--- src/rtl/img_stream_src.sv ---
// img_stream_src: frame-aware pixel streamer for the VGA write port.
// It walks an IMG_W x IMG_H raster and either reads each pixel from a
// synchronous image memory or generates it (colour bars, solid fill,
// checkerboard). Pixels leave through a valid/ready port together with
// their raster position and frame markers.
//
// Handshake: a pixel transfers on a rising clk edge where pix_valid and
// pix_ready are both 1. While pix_valid=1 and pix_ready=0, every pixel
// output holds its value, and pix_valid stays 1 until the transfer.
//
// Pipe: stage 1 is the raster counter, which drives mem_addr. A pixel
// issues when the output register is empty or is being drained. Stage 2
// is the output register. For memory pixels the data arrives one cycle
// after mem_rd, so pix_data takes mem_rdata directly in the first cycle
// the pixel is presented. On a stall that word is captured into a skid
// entry, because the memory output is not held once mem_rd drops.
module img_stream_src #(
  parameter  int IMG_W   = 256,
  parameter  int IMG_H   = 256,
  parameter  int PIX_W   = 12,
  parameter  int NUM_IMG = 2,
  localparam int XW      = $clog2(IMG_W),
  localparam int YW      = $clog2(IMG_H),
  localparam int IW      = $clog2(NUM_IMG),
  localparam int AW      = IW + YW + XW
) (
  input  logic             clk,
  input  logic             rst,
  input  logic             start,
  input  logic             cont,
  input  logic [1:0]       mode,
  input  logic [IW-1:0]    img_sel,
  input  logic [PIX_W-1:0] fill_color,
  output logic [AW-1:0]    mem_addr,
  output logic             mem_rd,
  input  logic [PIX_W-1:0] mem_rdata,
  output logic             pix_valid,
  input  logic             pix_ready,
  output logic [PIX_W-1:0] pix_data,
  output logic [XW-1:0]    pix_x,
  output logic [YW-1:0]    pix_y,
  output logic             sof,
  output logic             eol,
  output logic             eof,
  output logic             busy,
  output logic             frame_done
);

  localparam int F = PIX_W / 3;
  localparam logic [XW-1:0] X_MAX = XW'(IMG_W - 1);
  localparam logic [YW-1:0] Y_MAX = YW'(IMG_H - 1);

  typedef enum logic {IDLE, STREAM} state_t;

  state_t           state_q, state_d;

  // Frame parameters latched at frame start.
  logic [1:0]       mode_q;
  logic [IW-1:0]    img_q;
  logic [PIX_W-1:0] fill_q;

  // Stage 1: raster counter. s1_done is set once the last pixel of the
  // frame has issued and the counter has wrapped back to (0,0).
  logic [XW-1:0]    cx;
  logic [YW-1:0]    cy;
  logic             s1_done;

  // Stage 2: output register and the skid entry for memory data.
  logic             o_valid, o_sof, o_eol, o_eof, o_mem;
  logic [XW-1:0]    o_x;
  logic [YW-1:0]    o_y;
  logic [PIX_W-1:0] o_gen;
  logic             hold_valid;
  logic [PIX_W-1:0] hold_data;

  // Combinational control.
  logic             hs, eof_hs, issue, use_new, last_pix;
  logic [1:0]       eff_mode;
  logic [IW-1:0]    eff_img;
  logic [PIX_W-1:0] eff_fill;
  logic [2:0]       bar_rgb;
  logic [PIX_W-1:0] gen_pix;

  // State register.
  always_ff @(posedge clk) begin
    if (rst) state_q <= IDLE;
    else     state_q <= state_d;
  end

  // Next state, issue decision and memory read strobe.
  always_comb begin
    state_d  = state_q;
    hs       = o_valid && pix_ready;
    eof_hs   = hs && o_eof;
    // While the counter waits at (0,0) after the last pixel, the next
    // frame's parameters are the live inputs. They are latched on the
    // issue that begins the back-to-back frame.
    use_new  = (state_q == STREAM) && s1_done;
    eff_mode = use_new ? mode       : mode_q;
    eff_img  = use_new ? img_sel    : img_q;
    eff_fill = use_new ? fill_color : fill_q;
    last_pix = (cx == X_MAX) && (cy == Y_MAX);
    issue    = 1'b0;
    case (state_q)
      IDLE: begin
        if (start) state_d = STREAM;
      end
      STREAM: begin
        issue = !start && (!o_valid || pix_ready) && (!s1_done || cont);
        if (!start && eof_hs && !cont) state_d = IDLE;
      end
      default: state_d = IDLE;
    endcase
    mem_rd = issue && (eff_mode == 2'd0);
  end

  // Synthetic pixel for the position currently at stage 1.
  always_comb begin
    bar_rgb = 3'b000;
    gen_pix = '0;
    case (eff_mode)
      2'd1: begin
        case (cx[XW-1:XW-3])
          3'd0:    bar_rgb = 3'b111; // white
          3'd1:    bar_rgb = 3'b110; // yellow
          3'd2:    bar_rgb = 3'b011; // cyan
          3'd3:    bar_rgb = 3'b010; // green
          3'd4:    bar_rgb = 3'b101; // magenta
          3'd5:    bar_rgb = 3'b100; // red
          3'd6:    bar_rgb = 3'b001; // blue
          default: bar_rgb = 3'b000; // black
        endcase
        gen_pix = {{F{bar_rgb[2]}}, {F{bar_rgb[1]}}, {F{bar_rgb[0]}}};
      end
      2'd2:    gen_pix = eff_fill;
      2'd3:    gen_pix = {PIX_W{cx[3] ^ cy[3]}};
      default: gen_pix = '0;
    endcase
  end

  // Parameter latch, raster counter and output register.
  always_ff @(posedge clk) begin
    if (rst) begin
      mode_q     <= '0;
      img_q      <= '0;
      fill_q     <= '0;
      cx         <= '0;
      cy         <= '0;
      s1_done    <= 1'b0;
      o_valid    <= 1'b0;
      o_sof      <= 1'b0;
      o_eol      <= 1'b0;
      o_eof      <= 1'b0;
      o_mem      <= 1'b0;
      o_x        <= '0;
      o_y        <= '0;
      o_gen      <= '0;
      hold_valid <= 1'b0;
      hold_data  <= '0;
    end else if (start) begin
      // New frame or restart: discard the pipe and rewind the raster.
      mode_q     <= mode;
      img_q      <= img_sel;
      fill_q     <= fill_color;
      cx         <= '0;
      cy         <= '0;
      s1_done    <= 1'b0;
      o_valid    <= 1'b0;
      hold_valid <= 1'b0;
    end else if (issue) begin
      if (s1_done) begin
        mode_q <= mode;
        img_q  <= img_sel;
        fill_q <= fill_color;
      end
      cx <= cx + 1'b1;
      if (cx == X_MAX) cy <= cy + 1'b1;
      s1_done    <= last_pix;
      o_valid    <= 1'b1;
      o_x        <= cx;
      o_y        <= cy;
      o_sof      <= (cx == '0) && (cy == '0);
      o_eol      <= (cx == X_MAX);
      o_eof      <= last_pix;
      o_mem      <= (eff_mode == 2'd0);
      o_gen      <= gen_pix;
      hold_valid <= 1'b0;
    end else if (hs) begin
      // Final pixel taken with no continuation: drain the pipe.
      o_valid    <= 1'b0;
      hold_valid <= 1'b0;
      s1_done    <= 1'b0;
    end else if (o_valid && o_mem && !hold_valid) begin
      hold_valid <= 1'b1;
      hold_data  <= mem_rdata;
    end
  end

  assign mem_addr   = {eff_img, cy, cx};
  assign busy       = (state_q == STREAM);
  assign pix_valid  = o_valid;
  assign pix_x      = o_x;
  assign pix_y      = o_y;
  assign sof        = o_valid && o_sof;
  assign eol        = o_valid && o_eol;
  assign eof        = o_valid && o_eof;
  assign frame_done = eof_hs;
  assign pix_data   = !o_valid ? '0 :
                      (o_mem ? (hold_valid ? hold_data : mem_rdata) : o_gen);

endmodule
--- config.mk ---
export PLATFORM = sky130hd
export DESIGN_NAME = img_stream_src
export DESIGN_NICKNAME = d
export VERILOG_FILES = /design/src/rtl/img_stream_src.sv
export SDC_FILE = /design/constraint.sdc
export NUM_CORES = 1
export LEC_CHECK = 0
export CORE_MARGIN = 2
export CORE_UTILIZATION = 45
export CTS_CLUSTER_DIAMETER = 30
export DETAILED_ROUTE_END_ITERATION = 7
export PLACE_DENSITY = 0.76
export SKIP_LAST_GASP = 1
export SLEW_MARGIN = 40
export SYNTH_ARGS = -nofsm -noshare
export SYNTH_HDL_FRONTEND = slang
export SYNTH_SLANG_ARGS = --single-unit
--- constraint.sdc ---
create_clock -name clk -period 2.2 [get_ports clk]
set_input_delay 0.66 -clock clk [delete_from_list [all_inputs] [get_ports clk]]
set_output_delay 0.66 -clock clk [all_outputs]
set_load 0.02 [all_outputs]
==> summary.txt <==
Setup path
  – Crit Path Max Fanout: 4
  – Startpoint types: flip-flop
  – Endpoint type of the worst setup path: primary output
  – Most used cell, CP: nor2_4
  – WP buf/inv: 1
  – Critical path cell sequence: and2_1, nor3_1, nor2_4, nor2_4, buf_6
  – CP Class: flip-flop to primary output
  – Max stage delay on crit path: 350 ps
  – Delay-heaviest family, CP: simple AND/OR/NAND/NOR gates
  – Critical-path top delay cell: dfxtp_2
  – WP data arrival: roughly 1500 ps
  – Crit path required time: between 1500 and 2000 ps

Global route
  – Tot GR Track Use: 23.1%
  – Global-route wire length before repair: ~16 mm
  – Gr ovfl total: 0
  – Largest net degree at the start of global routing: 29
  – Vias in the first global route: 3323
  – Initial antenna violation count: 0

Layout
  – Nets@finish: a little under 600
  – Utilization after layout: 63.4%
  – Synthesis-to-layout area growth: 38.3%
  – Layout cells sized above 1: approximately 17%
  – Register area: 1590 µm²
  – Area occupied by multi-input gates: 2000 µm²
  – Layout Cells excl Fill: 651
  – Fillers: about 700
  – N_diodes: 0

Clocking
  – Root buffer cell: clkbuf_8
  – Worst-path clk slew: approximately 80 ps
  – CTS tree: done
  – Post-CTS Hold Buffers: 0
  – Longest Clk Path Bufs: 2
  – Cts bufs inserted: 9
  – CTS Sinks: 79
  – H-tree depth: 3
  – Worst skew pair latency: 350 ps

Die
  – IO Pins: 84
  – Row cnt: 33
  – DIE AREA: about 9000 µm²
  – Die width: ~95 µm
  – Die H: 95.0 µm
  – Initial Util: 45.8%
  – Core Region: roughly 8100 µm²

Run
  – Maxcap violations: 0

Status
  – Failing checks: negative setup slack
  – Run status: complete, but fails checks

Routing
  – DR WL/cell: 15.9 µm
  – Via density: between 5 and 6
  – Routed Antenna Nets: 0
  – Drt total wl: 10.4 mm
  – Iter 0 DRT Violations: 200
  – Residual DRC: 0
  – Vias: 3508
  – Pre-antenna DRT Iters: 4

Yosys
  – Sequential share of the synthesized area: a little over two fifths
  – Post-synthesis async set-or-reset flop share: 0%
  – Avg Synthesized Cell Area: 8.45 µm²
  – Syn Inst Count: roughly 440
  – Synth Net Count: 477
  – Synth warnings: 0
  – Synthesized flop and latch total: between 70 and 80
  – EDFF count, synth: 0
  – Cell Area, Synth: 3730 µm²
  – Synth Flop Type: dfxtp_1
  – Count of cell types in the netlist: 46

Power
  – Worst VDD drop: ~0.31 mV
  – PwrDens: 563 nW/µm²
  – LEAKAGE: 2.04 nW
  – Total power: 2.90 mW

Worst hold path
  – Hold/Removal Path Class: flip-flop to flip-flop

Timing
  – Final hold violations: 0
  – Worst-Margin Slew: 483 ps
  – Min Tclk post-route: 2200 ps
  – Fin crit share: 100%
  – RSZ-0062 raised after global routing: true
  – Final worst setup slack: -2.52 ps
  – Worst Skew: between 5 and 6 ps
  – Slew headroom: around two thirds
  – Final setup fails: 1
  – Hold_ws: roughly 450 ps
  – Slew Limit Fails: 0
  – FMAX: around 0.45 GHz

Place
  – DP Wirelength: 7.27 mm
  – Placed insts: 634
  – Dpl ws: -658 ps
  – RD Place Congestion: 0.870
  – Port Buffer Count: between 80 and 90
metrics by stage:
step                cell area, µm²  setup TNS, ps
detailed placement            4860         -14070
global placement              4860         -11490
CTS                           5070           -193
floorplan                     3730              0
finish                        5150          -2.52
global route                  5150          -65.6
synth_stat cells (4+ instances only):
library cell / count / area (µm²)
and3_1: 4 / 25.0
and2_1: 4 / 25.0
a21oi_1: 46 / 230
nor3_1: 6 / 30.0
clkbuf_1: 18 / 67.6
nand2_1: 88 / 330
buf_2: 10 / 50.1
o31ai_1: 4 / 30.0
nand4_1: 11 / 68.8
or4_1: 5 / 37.5
mux2i_1: 37 / 370
o211a_1: 12 / 120
ha_1: 4 / 50.1
o221ai_1: 12 / 105
xor2_1: 4 / 35.0
nor2_1: 25 / 93.8
inv_1: 17 / 63.8
dfxtp_1: 79 / 1580
nand3_1: 10 / 50.1
nand2b_1: 5 / 31.3
cells in the final DEF (no fill, tap or decap), types with 16 or more instances in the layout:
cell | synthesis | final
dlygate4sd2_1 | 0 | 16
nor2_1 | 25 | 23
nand2_1 | 88 | 88
inv_1 | 17 | 17
clkdlybuf4s50_1 | 0 | 45
mux2i_1 | 37 | 36
dfxtp_1 | 79 | 74
buf_4 | 2 | 40
a21oi_1 | 46 | 46
registers in the layout, indices dropped and copies added (netlist names), 2 cells and up:
| register | cells |
|---|---|
| cx | 8 |
| hold_data | 12 |
| cy | 8 |
| fill_q | 12 |
| o_gen | 12 |
| pix_x | 8 |
| mode_q | 2 |
| pix_y | 8 |
layer usage:
| metal | global-route usage [%] | up-vias | part of all wire [%] |
|---|---|---|---|
| li1 | - | 1749 | - |
| met1 | 31.4 | 1653 | 46 |
| met2 | 36.7 | 91 | 48 |
| met3 | 3.51 | 15 | 4.1 |
| met4 | 8.94 | 0 | 1.7 |
| met5 | 0 | - | 0 |
final timing paths:
| kind | end | from | slack, ps | cells after the start |
|---|---|---|---|---|
| setup / recovery | mem_rd | busy | -3 | 5 |
| hold / removal | fill_q[10] | fill_q[10] | 450 | 2 |
| setup reg to reg | cy[7] | cx[0] | 330 | 5 |
| hold reg to reg | fill_q[10] | fill_q[10] | 450 | 2 |
power by group:
group,leakage (nW),total [mW],internal (mW),switching [mW]
Combinational,1.29,0.264,0.121,0.143
Sequential,0.642,1.47,1.45,0.0172
Clock,0.109,1.17,0.661,0.507
Total,2.04,2.90,2.24,0.668
timing repair:
| action | 4_1_cts | 5_1_grt |
|---|---|---|
| cloned | 0 | 1 |
| setup endpoints to repair | 20 | 12 |
| gates resized for setup | 102 | 17 |
| pin swaps | 6 | 4 |
| buffers inserted | 1 | 0 |
kinds of logic after synthesis:
family / synth area share, %
AO/OA/AOI/OAI: 15.5
flip-flops: 42.4
multiplexers: 10.5
buffers and inverters: 5.67
adder cells (fa/ha/maj): 1.34
AND/OR/NAND/NOR: 23.1
XOR/XNOR: 1.41
layout make-up:
type	instances	share of cell area [%]
Multi-Input combinational cell	313	38.8
Sequential cell	79	30.8
Timing Repair Buffer	122	22.5
Clock buffer	11	2.74
Tap cell	105	2.55
Clock inverter	4	1.36
Inverter	17	1.24
worst min-delay path, delay by kind of cell (launching register included):
family	cells	cell delay (ps)
compound gates	1	50
flops	1	310
simple gates	1	50
Power figures use the tool's default switching activity.
